<file path="src/rtl/mux32_pkg.sv">
// Shared definitions for the 32-input mux round-robin arbiter.
package mux32_pkg;

    localparam int N_REQ = 32;
    localparam int SEL_W = 5;

    // FSM encodings; 2'b11 is unused and recovers to IDLE.
    localparam logic [1:0] ST_IDLE    = 2'd0;
    localparam logic [1:0] ST_GRANT   = 2'd1;
    localparam logic [1:0] ST_RELEASE = 2'd2;

    // All four 8-input banks disabled (active-low enables).
    localparam logic [3:0] BANK_OFF = 4'b1111;

    // Registered output bundle of the arbiter.
    typedef struct packed {
        logic [N_REQ-1:0] gnt;
        logic [SEL_W-1:0] sel;
        logic             valid;
        logic [3:0]       bank_en_n;
        logic             timeout;
    } arb_out_t;

    // 2-to-4 decode of the bank bits of a select, active low.
    function automatic logic [3:0] bank_dec(input logic [SEL_W-1:0] s);
        return ~(4'b0001 << s[4:3]);
    endfunction

endpackage

</file>
<file path="src/rtl/rr_pick32.sv">
// Rotating-priority picker: first set request at or after ptr, wrapping 31 -> 0.
module rr_pick32
    import mux32_pkg::*;
(
    input  logic [N_REQ-1:0] req,
    input  logic [SEL_W-1:0] ptr,
    output logic [SEL_W-1:0] idx,
    output logic             any
);

    logic [SEL_W-1:0] cand;

    // Scan from the lowest priority down so the last hit is the winner.
    always_comb begin
        idx  = ptr;
        cand = '0;
        any  = |req;
        for (int i = N_REQ - 1; i >= 0; i--) begin
            cand = ptr + SEL_W'(i);
            if (req[cand]) idx = cand;
        end
    end

endmodule

</file>
<file path="src/rtl/mux32_rr_arbiter.sv">
// Round-robin sequencer for one shared 32:1 mux with break-before-make bank enables.
module mux32_rr_arbiter
    import mux32_pkg::*;
#(
    parameter int HOLD_MAX = 15,
    parameter int HOLD_W   = 4
) (
    input  logic             clk,
    input  logic             rst_n,
    input  logic [N_REQ-1:0] req,
    input  logic             done,
    output logic [N_REQ-1:0] gnt,
    output logic [SEL_W-1:0] sel,
    output logic             valid,
    output logic [3:0]       bank_en_n,
    output logic             timeout
);

    localparam arb_out_t OUT_RST = '{gnt: '0, sel: '0, valid: 1'b0,
                                     bank_en_n: BANK_OFF, timeout: 1'b0};

    logic [1:0]        state_q, state_d;
    logic [SEL_W-1:0]  ptr_q, ptr_d;
    logic [HOLD_W-1:0] cnt_q, cnt_d;
    arb_out_t          out_q, out_d;

    logic [SEL_W-1:0]  pick_idx;
    logic              pick_any;
    logic              owner_req;
    logic              hold_end;

    rr_pick32 u_pick (
        .req (req),
        .ptr (ptr_q),
        .idx (pick_idx),
        .any (pick_any)
    );

    assign owner_req = req[out_q.sel];
    assign hold_end  = (cnt_q == HOLD_W'(HOLD_MAX - 1));

    // Next-state, pointer, hold counter and next registered outputs.
    always_comb begin
        state_d       = state_q;
        ptr_d         = ptr_q;
        cnt_d         = cnt_q;
        out_d         = out_q;
        out_d.timeout = 1'b0;
        case (state_q)
            // IDLE and the RELEASE dead cycle both arbitrate from the current pointer;
            // outputs are off in both, only the target state differs.
            ST_IDLE, ST_RELEASE: begin
                state_d         = ST_IDLE;
                cnt_d           = '0;
                out_d.valid     = 1'b0;
                out_d.gnt       = '0;
                out_d.bank_en_n = BANK_OFF;
                if (pick_any) begin
                    state_d         = ST_GRANT;
                    out_d.valid     = 1'b1;
                    out_d.gnt       = N_REQ'(1) << pick_idx;
                    out_d.sel       = pick_idx;
                    out_d.bank_en_n = bank_dec(pick_idx);
                end
            end
            ST_GRANT: begin
                cnt_d = cnt_q + HOLD_W'(1);
                if (done || !owner_req || hold_end) begin
                    state_d         = ST_RELEASE;
                    ptr_d           = out_q.sel + SEL_W'(1);
                    cnt_d           = '0;
                    out_d.valid     = 1'b0;
                    out_d.gnt       = '0;
                    out_d.bank_en_n = BANK_OFF;
                    // A normal release (DONE or withdrawal) wins over the hold limit.
                    out_d.timeout   = !done && owner_req;
                end
            end
            default: begin
                state_d         = ST_IDLE;
                cnt_d           = '0;
                out_d.valid     = 1'b0;
                out_d.gnt       = '0;
                out_d.bank_en_n = BANK_OFF;
            end
        endcase
    end

    // State and output registers, cleared asynchronously.
    always_ff @(posedge clk or negedge rst_n) begin
        if (!rst_n) begin
            state_q <= ST_IDLE;
            ptr_q   <= '0;
            cnt_q   <= '0;
            out_q   <= OUT_RST;
        end else begin
            state_q <= state_d;
            ptr_q   <= ptr_d;
            cnt_q   <= cnt_d;
            out_q   <= out_d;
        end
    end

    assign gnt       = out_q.gnt;
    assign sel       = out_q.sel;
    assign valid     = out_q.valid;
    assign bank_en_n = out_q.bank_en_n;
    assign timeout   = out_q.timeout;

endmodule

</file>
<file path="config.mk">
export PLATFORM = sky130hd
export DESIGN_NAME = mux32_rr_arbiter
export DESIGN_NICKNAME = d
export VERILOG_FILES = /design/src/rtl/mux32_pkg.sv /design/src/rtl/rr_pick32.sv /design/src/rtl/mux32_rr_arbiter.sv
export SDC_FILE = /design/constraint.sdc
export NUM_CORES = 1
export LEC_CHECK = 0
export CAP_MARGIN = 15
export CORE_MARGIN = 2
export CORE_UTILIZATION = 43
export CTS_CLUSTER_DIAMETER = 200
export CTS_CLUSTER_SIZE = 20
export DETAILED_ROUTE_END_ITERATION = 10
export GPL_TIMING_DRIVEN = 0
export PLACE_DENSITY_LB_ADDON = 0.25
export REMOVE_ABC_BUFFERS = 1
export SYNTH_ARGS = -nofsm -noshare
export SYNTH_HDL_FRONTEND = slang
export SYNTH_SLANG_ARGS = --single-unit
export TNS_END_PERCENT = 50
</file>
<file path="constraint.sdc">
create_clock -name clk -period 6.3 [get_ports clk]
set_clock_uncertainty 0.2 [all_clocks]
set_input_delay 0.63 -clock clk [delete_from_list [all_inputs] [get_ports clk]]
set_output_delay 0.63 -clock clk [all_outputs]
set_load 0.1 [all_outputs]
</file>
==> results of run 1 <==
[final timing paths]
| check | startpoint | end | slack [ps] | depth (start not counted) |
|---|---|---|---|---|
| max in group asynchronous | rst_n | bank_en_n[0]$_DFFE_PN1P_ | 5240 | 2 |
| min | rst_n | timeout$_DFF_PN0_ | 60 | 1 |
| min in group clk | gnt[26]$_DFFE_PN0P_ | gnt[26]$_DFFE_PN0P_ | 280 | 2 |
| max reg2reg | ptr_q[3]$_DFFE_PN0P_ | gnt[5]$_DFFE_PN0P_ | 230 | 13 |
| min reg2reg | gnt[26]$_DFFE_PN0P_ | gnt[26]$_DFFE_PN0P_ | 280 | 2 |
| max | ptr_q[3]$_DFFE_PN0P_ | gnt[5]$_DFFE_PN0P_ | 230 | 13 |
[sequential cells by signal (all words and copies together), names as in the netlist]
signal,flops
timeout,1
state_q,2
cnt_q,4
sel,5
gnt,32
bank_en_n,4
ptr_q,5
[area by class of cell]
type / instances / share of cell area [%]
multi-input combinational: 862 / 71.7
sequential: 53 / 12.7
timing repair buffer: 96 / 10.0
tap: 275 / 3.26
clock buffer: 6 / 1.22
inverter: 23 / 0.926
clock inverter: 2 / 0.142
[cells by family after synthesis]
group / Yosys count
AO/OA/AOI/OAI: 264
XOR/XNOR: 39
adder cells (fa/ha/maj): 16
buffers and inverters: 97
flip-flops: 53
multiplexers: 206
AND/OR/NAND/NOR: 337
[per-layer routing]
metal  share of wire [%]  GRT usage [%]  up-vias
met5                   0              0        -
met4                 5.4           14.5        0
met3                 9.6           4.58      115
met2                  45           47.1      636
met1                  40           42.1     4631
li1                    -              -     4044
[cells in the final DEF, fill, tap and decap left out, types with 5 or more instances in the layout]
cell type,Yosys,routed
nor4_1,13,13
xnor2_2,5,5
mux2_2,36,36
or3_1,7,7
and2_1,7,7
o311a_1,6,6
a31oi_1,11,11
o211ai_1,14,14
and3_1,6,6
mux2i_1,63,62
a221oi_1,5,5
dfrtp_1,49,46
a21oi_1,39,39
o21ai_0,42,42
nand4_1,12,12
o31ai_1,32,32
ha_1,16,14
o2111ai_1,6,6
a21boi_0,6,5
inv_1,21,18
mux4_2,96,96
nand3_1,17,17
nor2_1,66,65
xnor2_1,28,24
nor2b_1,9,9
o22ai_1,11,11
o31ai_2,6,6
a22oi_1,8,8
nand2b_1,10,10
nand2_1,150,150
o21a_1,14,14
clkdlybuf4s50_1,0,76
buf_4,4,10
clkbuf_16,0,6
mux2_1,10,10
a211oi_1,8,8
a2111oi_0,8,8
clkinvlp_4,0,5
nor3_1,17,17
[timing repair]
action | 4_1_cts | 5_1_grt
setup buffers | 0 | 8
hold buffers | 0 | 0
endpoints found under the setup margin | 35 | 36
cloned | 0 | 0
resized for setup | 5 | 14
pin swaps | 0 | 2
[stage by stage]
stage / setup WS (ps) / hold WS, ps / cells / util, % / area (um2)
floorplan: -1130 / 134 / 938 / - / 8840
finish: 233 / 64.9 / 1317 / 50.1 / 10500
CTS: 4.98 / 74.8 / 1305 / 49.0 / 10300
global placement: -3980 / 262 / 1290 / 47.4 / 9960
global route: 70.6 / 86.8 / 1317 / 50.1 / 10500
detailed placement: -208 / 265 / 1297 / 48.2 / 10100
==> flow_summary.toml, run 1 <==
[critical_path]
cp.arrival_ps = 6060
worst-path-buf-inv = 1
path_cells = "clkinvlp_4 -> ha_1 -> a21boi_0 -> xnor2_2 -> mux2_2 -> a22oi_1 -> o211ai_1 -> or3b_2 -> a21oi_1 -> nor3_1 -> o31ai_4 -> xnor2_4 -> o31ai_1"
cp_max_fo = 17
criticalPathCategory = "reg2reg"
start_kind = "flip-flop"
cp_slowest_cell = "dfrtp_1"
crit_family = "compound AO/OA/AOI/OAI gates"
critPathMaxStageDelay_ps = 690
cp-end-kind = "flip-flop"
worstPathRequired_ps = 6290

[synth]
ys.flop_type = "dfrtp_1"
synthAdderAreaFrac_pct = 2.17
synth_xor_xnor_area_share_pct = 4.11
synth.avg_cell_area_um2 = 9.12
synth_seq_cells = 53
synthMuxAreaShare_pct = 36.0
yosysTopAreaCell = "mux4_2"
yosysSeqAreaShare_pct = 14.4
yosysWarnings = 0
synth_area_leaders = "mux4_2, dfrtp_1, mux2i_1"
synth-edff-count = 0
syn_inst = 1012
synthDistinctLibCells = 86
synth_top_cells_by_count = "nand2_1, mux4_2, nor2_1"
synthesis.area_um2 = 9230
async_reset_ff_share_pct = 100
synth.most_common_cell = "nand2_1"
synth_top_family_by_area = "multiplexers"
synth_compound_gate_area_share_pct = 21.0
synth_top_area_share_pct = 23.4
synth-simple-area-share_pct = 17.2

[sta]
slew_headroom_pct = 23.1
post-route-period-util_pct = 96.3
clock.fmax_mhz = 165
setup_viol = 0
worst_pin_slew_ps = 1150
hold_viol_final = 0
drv_slew = 0
fin_crit_ps = 6070
rsz0062_at_grt = "false"
fin_setup_tns_ps = 0

[die]
ios = 78
rows = 53
initial_core_util_pct = 43.9
die_y_um = 150
die_area_um2 = 22600
die_w_um = 150
core_um2 = 21000

[global_routing]
grt_overflow_total = 0
grt_max_degree = 60
grt_pass1_vias = 8694
grt_usage_pct = 30.5
grt_pass1_wl_mm = 52.3
antenna_found_initial = 0

[layout]
antenna_cells = 0
areaGrowthSynthToFinish_pct = 14.2
num-fill-cells = 2008
nNetsFinal = 1092
ff_latch_area_um2 = 1340
drive_above_1_share_pct = 20.2
multi_input_area_um2 = 7560

[clock_tree]
ctsHtreeMaxLevel = 2
clk_pin_slew_ps = 70
cts_num_sinks = 53
cts_tree = "done"
numCtsBuffers = 5
clk-insertion-delay-late_ps = 300
clock-root-buffer = "clkbuf_16"
cts_buffer_depth = 2

[detailed_routing]
final_antenna_net_count = 0
via_per_inst = 7.16
drtIter0Drc = 1147
routedWlPerCell_um = 26.3
finalWirelength_mm = 34.6
drc = 0
dr.pass1.iters = 6
vias = 9426

[place]
gp_congestion = 1.01
port-buffer-count = 77
post-dp-hpwl_mm = 26.0

[status]
outcome = "complete, no violations"

[run]
maxCapViolations = 0

[min_path]
hold_class = "in2async"
Power of run 1 is not shown: default switching activity piles up to over one toggle a cycle in this logic, so the estimate is an artifact.
==> run 2, diff against run 1 <==
==> constraint.sdc (replaced) <==
create_clock -name clk -period 6.3 [get_ports clk]
set_clock_uncertainty 0.2 [all_clocks]
set_input_delay 1.89 -clock clk [delete_from_list [all_inputs] [get_ports clk]]
set_output_delay 1.89 -clock clk [all_outputs]
set_load 0.1 [all_outputs]
==> flow_summary.toml, run 2 (same netlist as run 1, synthesis figures left out) <==
[detailed_routing]
via_per_inst = 7.14
drc = 0
routedWlPerCell_um = 26.5
drtIter0Drc = 1101
dr.pass1.iters = 8
finalWirelength_mm = 34.8
final_antenna_net_count = 0
vias = 9371

[global_routing]
grt_overflow_total = 0
grt_pass1_wl_mm = 52.4
antenna_found_initial = 0
grt_max_degree = 60
grt_usage_pct = 30.5
grt_pass1_vias = 8674

[status]
outcome = "complete, no violations"

[sta]
fin_ws_ps = 62.4
clock.fmax_mhz = 160
slew_headroom_pct = 23.3
setup_viol = 0
post-route-period-util_pct = 99.0
hold_viol_final = 0
worst_pin_slew_ps = 1150
drv_slew = 0
fin_crit_ps = 6240

[layout]
final_common_cell = "nand2_1"
drive_above_1_share_pct = 20.9
num-fill-cells = 1999
areaGrowthSynthToFinish_pct = 14.5
ff_latch_area_um2 = 1340
multi_input_area_um2 = 7640
nNetsFinal = 1087
final_cell_mix = "nand2_1, mux4_2, clkdlybuf4s50_1"
largest_register_ff_count = 32
antenna_cells = 0

[clock_tree]
cts_tree = "done"
cts_buffer_depth = 2
numCtsBuffers = 5
clk_pin_slew_ps = 70
ctsHtreeMaxLevel = 2
cts_num_sinks = 53
clock-root-buffer = "clkbuf_16"
clk-insertion-delay-late_ps = 300
ctsHoldBuffers = 0

[critical_path]
critPathMaxStageDelay_ps = 650
cp_slowest_cell = "clkdlybuf4s50_1"
cp-end-kind = "flip-flop"
cp_max_fo = 10
cp.arrival_ps = 6240
worstPathRequired_ps = 6300
path_cells = "clkdlybuf4s50_1 -> mux2_1 -> mux2_2 -> mux4_2 -> a211o_1 -> o311a_1 -> o311a_1 -> o211ai_1 -> nand4_1 -> or2_1 -> o31ai_1"
start_kind = "input port"
criticalPathCategory = "in2reg"
crit_top_cell = "o311a_1"

[min_path]
hold_class = "reg2reg"

[die]
die_w_um = 150
die_area_um2 = 22600
core_um2 = 21000
die_y_um = 150
rows = 53
initial_core_util_pct = 43.9
ios = 78

[place]
post-place-ws_ps = -498
port-buffer-count = 77
gp_congestion = 1.01
post-dp-hpwl_mm = 26.0

[run]
maxCapViolations = 0
[run 2: cell types whose count changed in the layout (fill, tap and decap cells not counted), sizes merged]
cell           previous run  this run
xnor2                    33        34
clkdlybuf4s50            76        72
clkinvlp                  5         3
inv                      19        21
dlymetal6s2s              0         4
buf                      19        14
clkbuf                    7         6
[run 2: final timing paths]
| check | startpoint | end | slack, ps | depth (start not counted) |
|---|---|---|---|---|
| max | req[23] | gnt[29]$_DFFE_PN0P_ | 60 | 11 |
| min | gnt[26]$_DFFE_PN0P_ | gnt[26]$_DFFE_PN0P_ | 280 | 2 |
| max reg2reg | ptr_q[2]$_DFFE_PN0P_ | gnt[29]$_DFFE_PN0P_ | 210 | 14 |
| min reg2reg | gnt[26]$_DFFE_PN0P_ | gnt[26]$_DFFE_PN0P_ | 280 | 2 |
| max in group asynchronous | rst_n | bank_en_n[0]$_DFFE_PN1P_ | 3970 | 2 |
| min in group asynchronous | rst_n | timeout$_DFF_PN0_ | 1330 | 1 |
[run 2: critical path, delay by kind of cell]
kind,cells,cell delay (ps)
AO/OA/AOI/OAI,5,1800
multiplexers,3,1260
buffers and inverters,1,650
AND/OR/NAND/NOR,2,620
[run 2: final cells by class]
cell class / count / share of cell area [%]
multi-input combinational: 863 / 72.3
sequential: 53 / 12.7
timing repair buffer: 90 / 9.57
tap: 275 / 3.26
clock buffer: 6 / 1.22
inverter: 23 / 0.853
clock inverter: 2 / 0.142
[run 2: repair_timing]
action	in CTS	in global routing
buffers inserted	0	2
resized for setup	10	29
setup endpoints to repair	35	37
pin swaps	0	4
cloned	0	1
[run 2: per-layer routing]
layer  wire length (um)  up-vias  track usage (%)
met4               1680        0             14.0
met1              14000     4648             42.1
met5                  0        -                0
li1                   -     4041                -
met2              15800      588             47.4
met3               3270       94             4.33
[run 2: stage by stage]
stage          TNS [ps]  util, %  cell area, um2  hold WS [ps]  std cells
5_1_grt            -127     50.3           10600           300       1312
6_report              0     50.3           10600           278       1312
4_1_cts               0     49.2           10300           281       1305
2_1_floorplan    -40250        -            8840           254        938
3_5_place_dp     -14310     48.2           10100           265       1297
3_3_place_gp    -152970     47.4            9960           262       1290
Power of run 2 is left out for the same reason.
